File: src/rtl/div_q8_24_pkg.sv
// Purpose: shared constants, FSM state type and magnitude helper for the Q8.24 divider.
// Latency: n/a (declarations only).
// Backpressure: n/a.
package div_q824_pkg;

  localparam int WIDTH     = 32;
  localparam int FRAC_BITS = 24;
  localparam int ITER      = WIDTH + FRAC_BITS;  // one quotient bit per dividend bit
  localparam int CNT_W     = 6;

  localparam logic [WIDTH-1:0] Q_MAX = 32'h7FFF_FFFF;
  localparam logic [WIDTH-1:0] Q_MIN = 32'h8000_0000;

  typedef enum logic [1:0] {
    IDLE   = 2'd0,
    RUN    = 2'd1,
    FINISH = 2'd2
  } state_t;

  // Two's-complement magnitude as an unsigned value; -2^31 maps to 2^31 exactly.
  function automatic logic [WIDTH-1:0] mag32(input logic [WIDTH-1:0] v);
    return v[WIDTH-1] ? (~v + 1'b1) : v;
  endfunction

endpackage

File: src/rtl/div_q8_24_udiv_iter.sv
// Purpose: unsigned restoring-division step datapath (remainder/quotient shift registers).
// Latency: one quotient bit per step; ITER steps after load for a full quotient.
// Backpressure: none; the controller decides when to load and step.
// Ports: load captures dividend/divisor, step performs one iteration, quo is the quotient register.
module udiv_iter
  import div_q824_pkg::*;
(
  input  logic             clk,
  input  logic             rst_n,
  input  logic             load,
  input  logic             step,
  input  logic [ITER-1:0]  dividend,
  input  logic [WIDTH-1:0] divisor,
  output logic [ITER-1:0]  quo
);

  logic [WIDTH-1:0] rem_q, rem_d;
  logic [ITER-1:0]  quo_q, quo_d;
  logic [WIDTH-1:0] dvs_q, dvs_d;

  // Shifted partial remainder needs 33 bits; after a successful subtract it
  // is always below the divisor, so 32 bits suffice for storage.
  logic [WIDTH:0]   rem_sh;
  logic             ge;

  // The quotient register doubles as the dividend shift register: dividend
  // bits leave at the MSB while quotient bits enter at the LSB.
  always_comb begin
    rem_sh = {rem_q, quo_q[ITER-1]};
    ge     = (rem_sh >= {1'b0, dvs_q});
    rem_d  = rem_q;
    quo_d  = quo_q;
    dvs_d  = dvs_q;
    if (load) begin
      rem_d = '0;
      quo_d = dividend;
      dvs_d = divisor;
    end else if (step) begin
      if (ge) begin
        rem_d = rem_sh[WIDTH-1:0] - dvs_q;
        quo_d = {quo_q[ITER-2:0], 1'b1};
      end else begin
        rem_d = rem_sh[WIDTH-1:0];
        quo_d = {quo_q[ITER-2:0], 1'b0};
      end
    end
  end

  always_ff @(posedge clk or negedge rst_n) begin
    if (!rst_n) begin
      rem_q <= '0;
      quo_q <= '0;
      dvs_q <= '0;
    end else begin
      rem_q <= rem_d;
      quo_q <= quo_d;
      dvs_q <= dvs_d;
    end
  end

  assign quo = quo_q;

endmodule

File: src/rtl/div_q8_24.sv
// Purpose: signed Q8.24 divider q = trunc(a*2^24/b) with saturation and divide-by-zero flag.
// Latency: 57 cycles from accepted start to valid; next start accepted in the valid cycle.
// Backpressure: single-issue; start while busy is dropped, not queued.
// Ports: start/a/b request, q/div_by_zero registered result, valid one-cycle pulse, busy in flight.
module div_q8_24
  import div_q824_pkg::*;
(
  input  logic             clk,
  input  logic             rst_n,
  input  logic             start,
  input  logic [WIDTH-1:0] a,
  input  logic [WIDTH-1:0] b,
  output logic [WIDTH-1:0] q,
  output logic             valid,
  output logic             busy,
  output logic             div_by_zero
);

  state_t           state_q, state_d;
  logic [CNT_W-1:0] cnt_q, cnt_d;
  logic             neg_q, neg_d;      // result sign
  logic             a_neg_q, a_neg_d;  // numerator sign, picks the b==0 rail
  logic             bz_q, bz_d;        // sampled b was zero
  logic [WIDTH-1:0] res_q, res_d;
  logic             valid_q, valid_d;
  logic             dbz_q, dbz_d;

  logic             load;
  logic             step;
  logic [ITER-1:0]  quo;
  logic [WIDTH-1:0] res_sat;
  logic             ovf;

  assign load = (state_q == IDLE) && start;
  assign step = (state_q == RUN);

  udiv_iter u_iter (
    .clk      (clk),
    .rst_n    (rst_n),
    .load     (load),
    .step     (step),
    .dividend ({mag32(a), {FRAC_BITS{1'b0}}}),
    .divisor  (mag32(b)),
    .quo      (quo)
  );

  // Any magnitude bit at or above 2^31 overflows a positive result; for a
  // negative result magnitude 2^31 is exactly Q_MIN, so both cases clamp the same way.
  assign ovf = |quo[ITER-1:WIDTH-1];

  always_comb begin
    res_sat = quo[WIDTH-1:0];
    if (bz_q) begin
      res_sat = a_neg_q ? Q_MIN : Q_MAX;
    end else if (!neg_q) begin
      res_sat = ovf ? Q_MAX : quo[WIDTH-1:0];
    end else begin
      res_sat = ovf ? Q_MIN : (~quo[WIDTH-1:0] + 1'b1);
    end
  end

  always_comb begin
    state_d = state_q;
    cnt_d   = cnt_q;
    neg_d   = neg_q;
    a_neg_d = a_neg_q;
    bz_d    = bz_q;
    res_d   = res_q;
    valid_d = 1'b0;
    dbz_d   = dbz_q;
    case (state_q)
      IDLE: begin
        if (start) begin
          state_d = RUN;
          cnt_d   = CNT_W'(ITER - 1);
          neg_d   = a[WIDTH-1] ^ b[WIDTH-1];
          a_neg_d = a[WIDTH-1];
          bz_d    = (b == '0);
        end
      end
      RUN: begin
        if (cnt_q == '0) state_d = FINISH;
        else             cnt_d   = cnt_q - 1'b1;
      end
      FINISH: begin
        res_d   = res_sat;
        dbz_d   = bz_q;
        valid_d = 1'b1;
        state_d = IDLE;
      end
      default: state_d = IDLE;
    endcase
  end

  always_ff @(posedge clk or negedge rst_n) begin
    if (!rst_n) begin
      state_q <= IDLE;
      cnt_q   <= '0;
      neg_q   <= 1'b0;
      a_neg_q <= 1'b0;
      bz_q    <= 1'b0;
      res_q   <= '0;
      valid_q <= 1'b0;
      dbz_q   <= 1'b0;
    end else begin
      state_q <= state_d;
      cnt_q   <= cnt_d;
      neg_q   <= neg_d;
      a_neg_q <= a_neg_d;
      bz_q    <= bz_d;
      res_q   <= res_d;
      valid_q <= valid_d;
      dbz_q   <= dbz_d;
    end
  end

  assign q           = res_q;
  assign valid       = valid_q;
  assign busy        = (state_q != IDLE);
  assign div_by_zero = dbz_q;

endmodule

File: config.mk
export PLATFORM = sky130hd
export DESIGN_NAME = div_q8_24
export DESIGN_NICKNAME = d
export VERILOG_FILES = /design/src/rtl/div_q8_24_pkg.sv /design/src/rtl/div_q8_24_udiv_iter.sv /design/src/rtl/div_q8_24.sv
export SDC_FILE = /design/constraint.sdc
export NUM_CORES = 1
export LEC_CHECK = 0
export BUFFER_PORTS_ARGS = -buffer_cell sky130_fd_sc_hd__buf_4
export CORE_AREA = 2 2 193 195
export CTS_CLUSTER_SIZE = 14
export DETAILED_ROUTE_END_ITERATION = 8
export DIE_AREA = 0 0 195 197
export SYNTH_ARGS = -nofsm -noshare
export SYNTH_HDL_FRONTEND = slang
export SYNTH_SLANG_ARGS = --single-unit
export TNS_END_PERCENT = 50
File: constraint.sdc
create_clock -name clk -period 8.6 [get_ports clk]
set_input_delay 0.43 -clock clk [delete_from_list [all_inputs] [get_ports clk]]
set_output_delay 0.43 -clock clk [all_outputs]
set_load 0.05 [all_outputs]
==> results by group <==
CTS
  • Clk slew on worst S/H paths: 0.07 ns
  • Post-CTS Setup Inserts: 0
  • Clk_lat worst skew: 0.44 ns
  • CTS tree: done
  • H-tree levels: 4
  • Cts repair resizes: 0
  • Root buf cell: clkbuf_16
  • Clk buf depth: 2
  • CTS buffer count: 17
  • Clock sink total: 165

Synthesis
  • Post-synthesis cell type count: 60
  • Post-synth top flop: dfrtp_1
  • Ys async rst share: 100%
  • Avg Cell Area, Syn: 8.06 µm²
  • Synth warn: 0
  • Post-Synthesis Cells: 1338
  • Seq/Total Area, Yosys: 38.3%
  • Post-synth EDFFs: 0
  • Synthesized cell area: 10800 µm²
  • Area share of the largest cell type after synthesis: between 30% and 40%
  • Cell taking the most area after synthesis: dfrtp_1
  • Syn Nets: 1443
  • #FFs+latches synth: 165
  • Area contributors post-synth: dfrtp_1 (38%), nand2_1 (8.1%), o21ai_0 (6.4%), xnor2_1 (5.3%), nand3_1 (4.6%)

Setup path
  • Data arrival, critical path: 4.32 ns
  • Most frequent cell on the critical path: a211oi_1
  • Crit Path Max Fanout: 16
  • Buffers & Inverters on Critical Path: 2
  • Cell family with most CP delay: compound AO/OA/AOI/OAI gates
  • Crit Path Category: reg2reg
  • Critical Path Sink Type: flip-flop
  • Slowest-stage cell, CP: o31a_1
  • Cell breakdown of the critical path: inv_1 > ha_1 > a211oi_1 > nor2_1 > or4_1 > a21oi_1 > o31ai_1 > a211oi_1 > o31a_1 > buf_4 > mux2i_1 > a21o_1
  • Startpoint Class: flip-flop
  • Setup slack, reg-to-reg: 4.66 ns
  • Max incr delay on CP: 0.62 ns
  • Worst endpoint required time: 8.98 ns

Cells and area
  • Non-filler cells, final: 1877
  • Antenna diodes: 0
  • Most common cell after layout, fill and taps aside: nand2_1
  • Layout area overhead: 16.4%
  • NumNets Final: 1501
  • Share of cells above drive strength 1: 12.1%
  • Leading cell types in the layout, fill and taps excluded: nand2_1 (231), dfrtp_1 (165), o21ai_0 (137), buf_4 (112), nand3_1 (99)
  • Final instance area: roughly 13000 µm²

Placed design
  • Dpl ws: 4.64 ns
  • Port bufs: 101
  • Final Wtd Congestion: 0.893
  • Placement Cell Area: around 12000 µm²
  • Placed Instances: around 1.8k
  • Dpl hpwl: 19800 µm

Route
  • ANT nets after route: 0
  • WL final: 27800 µm
  • DR DRC count: 0
  • Vias: 9642
  • Mean routed wirelength per cell: 14.8 µm
  • DRT iter0 DRCs: 566
  • Via-to-Cell Ratio: 5.14
  • DR pass1 iterations: 5

Timing
  • Setup violators final: 0
  • Final worst slack: roughly 4.7 ns
  • RSZ-0062 raised after global routing: false
  • Max-slew headroom: about a quarter
  • Skew final: 0.0142 ns
  • Fmax: 254 MHz
  • Fin Setup TNS: 0 ns
  • Hold_ws: 0.254 ns
  • Fin crit share: 45.8%
  • Crit path time final: 3.94 ns
  • Hold Vio Cnt, Final: 0
  • Slew Viols, Final: 0
  • Worst Max-Slew Pin Slew: 1.14 ns

Global routing
  • Global route total overflow: 0
  • Vias in the first global route: slightly above 9k
  • Largest net degree at the start of global routing: 93
  • Initial antenna violation count: 0
  • Global-route wire length before repair: 47100 µm
  • Gr usage total: roughly 15%

Status
  • Status: complete, no violations

Floorplan
  • Die height: 197 µm
  • I/O Pins: 102
  • Initial core utilization: 29.7%
  • Site row count: 70
  • Die Wd: 195 µm
  • Core area: 36300 µm²
  • Die area: 38400 µm²

Worst hold path
  • Hold WC Path Type: in2reg

Pwr
  • PwrDens: roughly 130 nW/µm²
  • Peak supply drop: between 100 and 150 µV
  • Lkg Pwr: 5.32 nW

Run
  • Max-cap violations: 0
-- layout make-up --
type,instances,area (µm²)
clock buffers,17,425
clock inverters,15,165
fillers,3819,23700
inverters,56,210
multi-input cells,1042,6170
flip-flops and latches,165,4130
well taps,468,586
repair buffers,114,862
-- through the flow --
| stage | utilization (%) | power [mW] |
|---|---|---|
| floorplan | - | 0.828 |
| global placement | 33.0 | 0.887 |
| detailed placement | 33.0 | 0.888 |
| CTS | 34.6 | 1.66 |
| global route | 34.6 | 1.70 |
| finish | 34.6 | 1.63 |
-- logic make-up (layout without fill, tap and decap cells) --
kind of cell,Yosys count,in the layout,share of synthesized area (%)
xor+xnor,108,108,8.78
buf+inv,131,202,4.59
fa+ha+maj,38,38,4.48
flops,165,165,38.3
mux,6,6,0.569
compound gates,348,348,20.0
simple gates,542,542,23.3
-- timing repair --
| action | in CTS | in global routing |
|---|---|---|
| hold buffers | 1 | 0 |
| endpoints found under the setup margin | 0 | 0 |
| endpoints found under the hold margin | 48 | 0 |
-- state kept, by name, indices dropped and copies added, names as in the netlist --
signal        count
u_iter.quo       56
q                32
u_iter.dvs_q     32
u_iter.rem_q     32
cnt_q             6
state_q           2
a_neg_q           1
bz_q              1
div_by_zero       1
neg_q             1
valid             1
-- layer usage --
| layer | vias up | share of wire, % | global-route usage (%) |
|---|---|---|---|
| li1 | 4836 | - | - |
| met1 | 4621 | 48 | 20.2 |
| met2 | 167 | 47 | 24.6 |
| met3 | 18 | 3.2 | 2.62 |
| met4 | 0 | 0.99 | 3.48 |
| met5 | - | 0 | 0 |
-- final timing paths --
path	cells past startpoint	startpoint	endpoint
worst max-delay path	12	u_iter.dvs_q[10]	u_iter.rem_q[0]
worst min-delay path	3	a[0]	u_iter.quo[24]
worst max register to register	12	u_iter.dvs_q[10]	u_iter.rem_q[0]
worst min register to register	2	q[21]	q[21]
max in group asynchronous	4	rst_n	u_iter.rem_q[27]
min in group asynchronous	2	rst_n	q[8]
-- power by group --
group / switching, mW / internal (mW) / total, mW
registers: 0 / 0.775 / 0.775
logic: 0.0538 / 0.0414 / 0.0952
clock network: 0.373 / 0.389 / 0.762
-- tightest hold or removal path, stage by stage --
cell and delay (ns):
buf_4 0.11, a22oi_1 0.06, nand2_1 0.06
-- cell usage after synthesis (9+ instances only) --
library cell	number
nand2_1	232
dfrtp_1	165
o21ai_0	137
nand3_1	99
nor2_1	88
clkbuf_1	68
xnor2_1	65
a21oi_1	61
inv_1	56
xor2_1	43
ha_1	37
a31oi_1	32
o31ai_1	32
nor3_1	22
or4_1	18
nand2b_1	15
o21a_1	14
nor4_1	13
o211ai_1	13
or3_1	13
and3_1	11
nand4_1	10
o41ai_1	9
(Power assumes the default switching activity.)
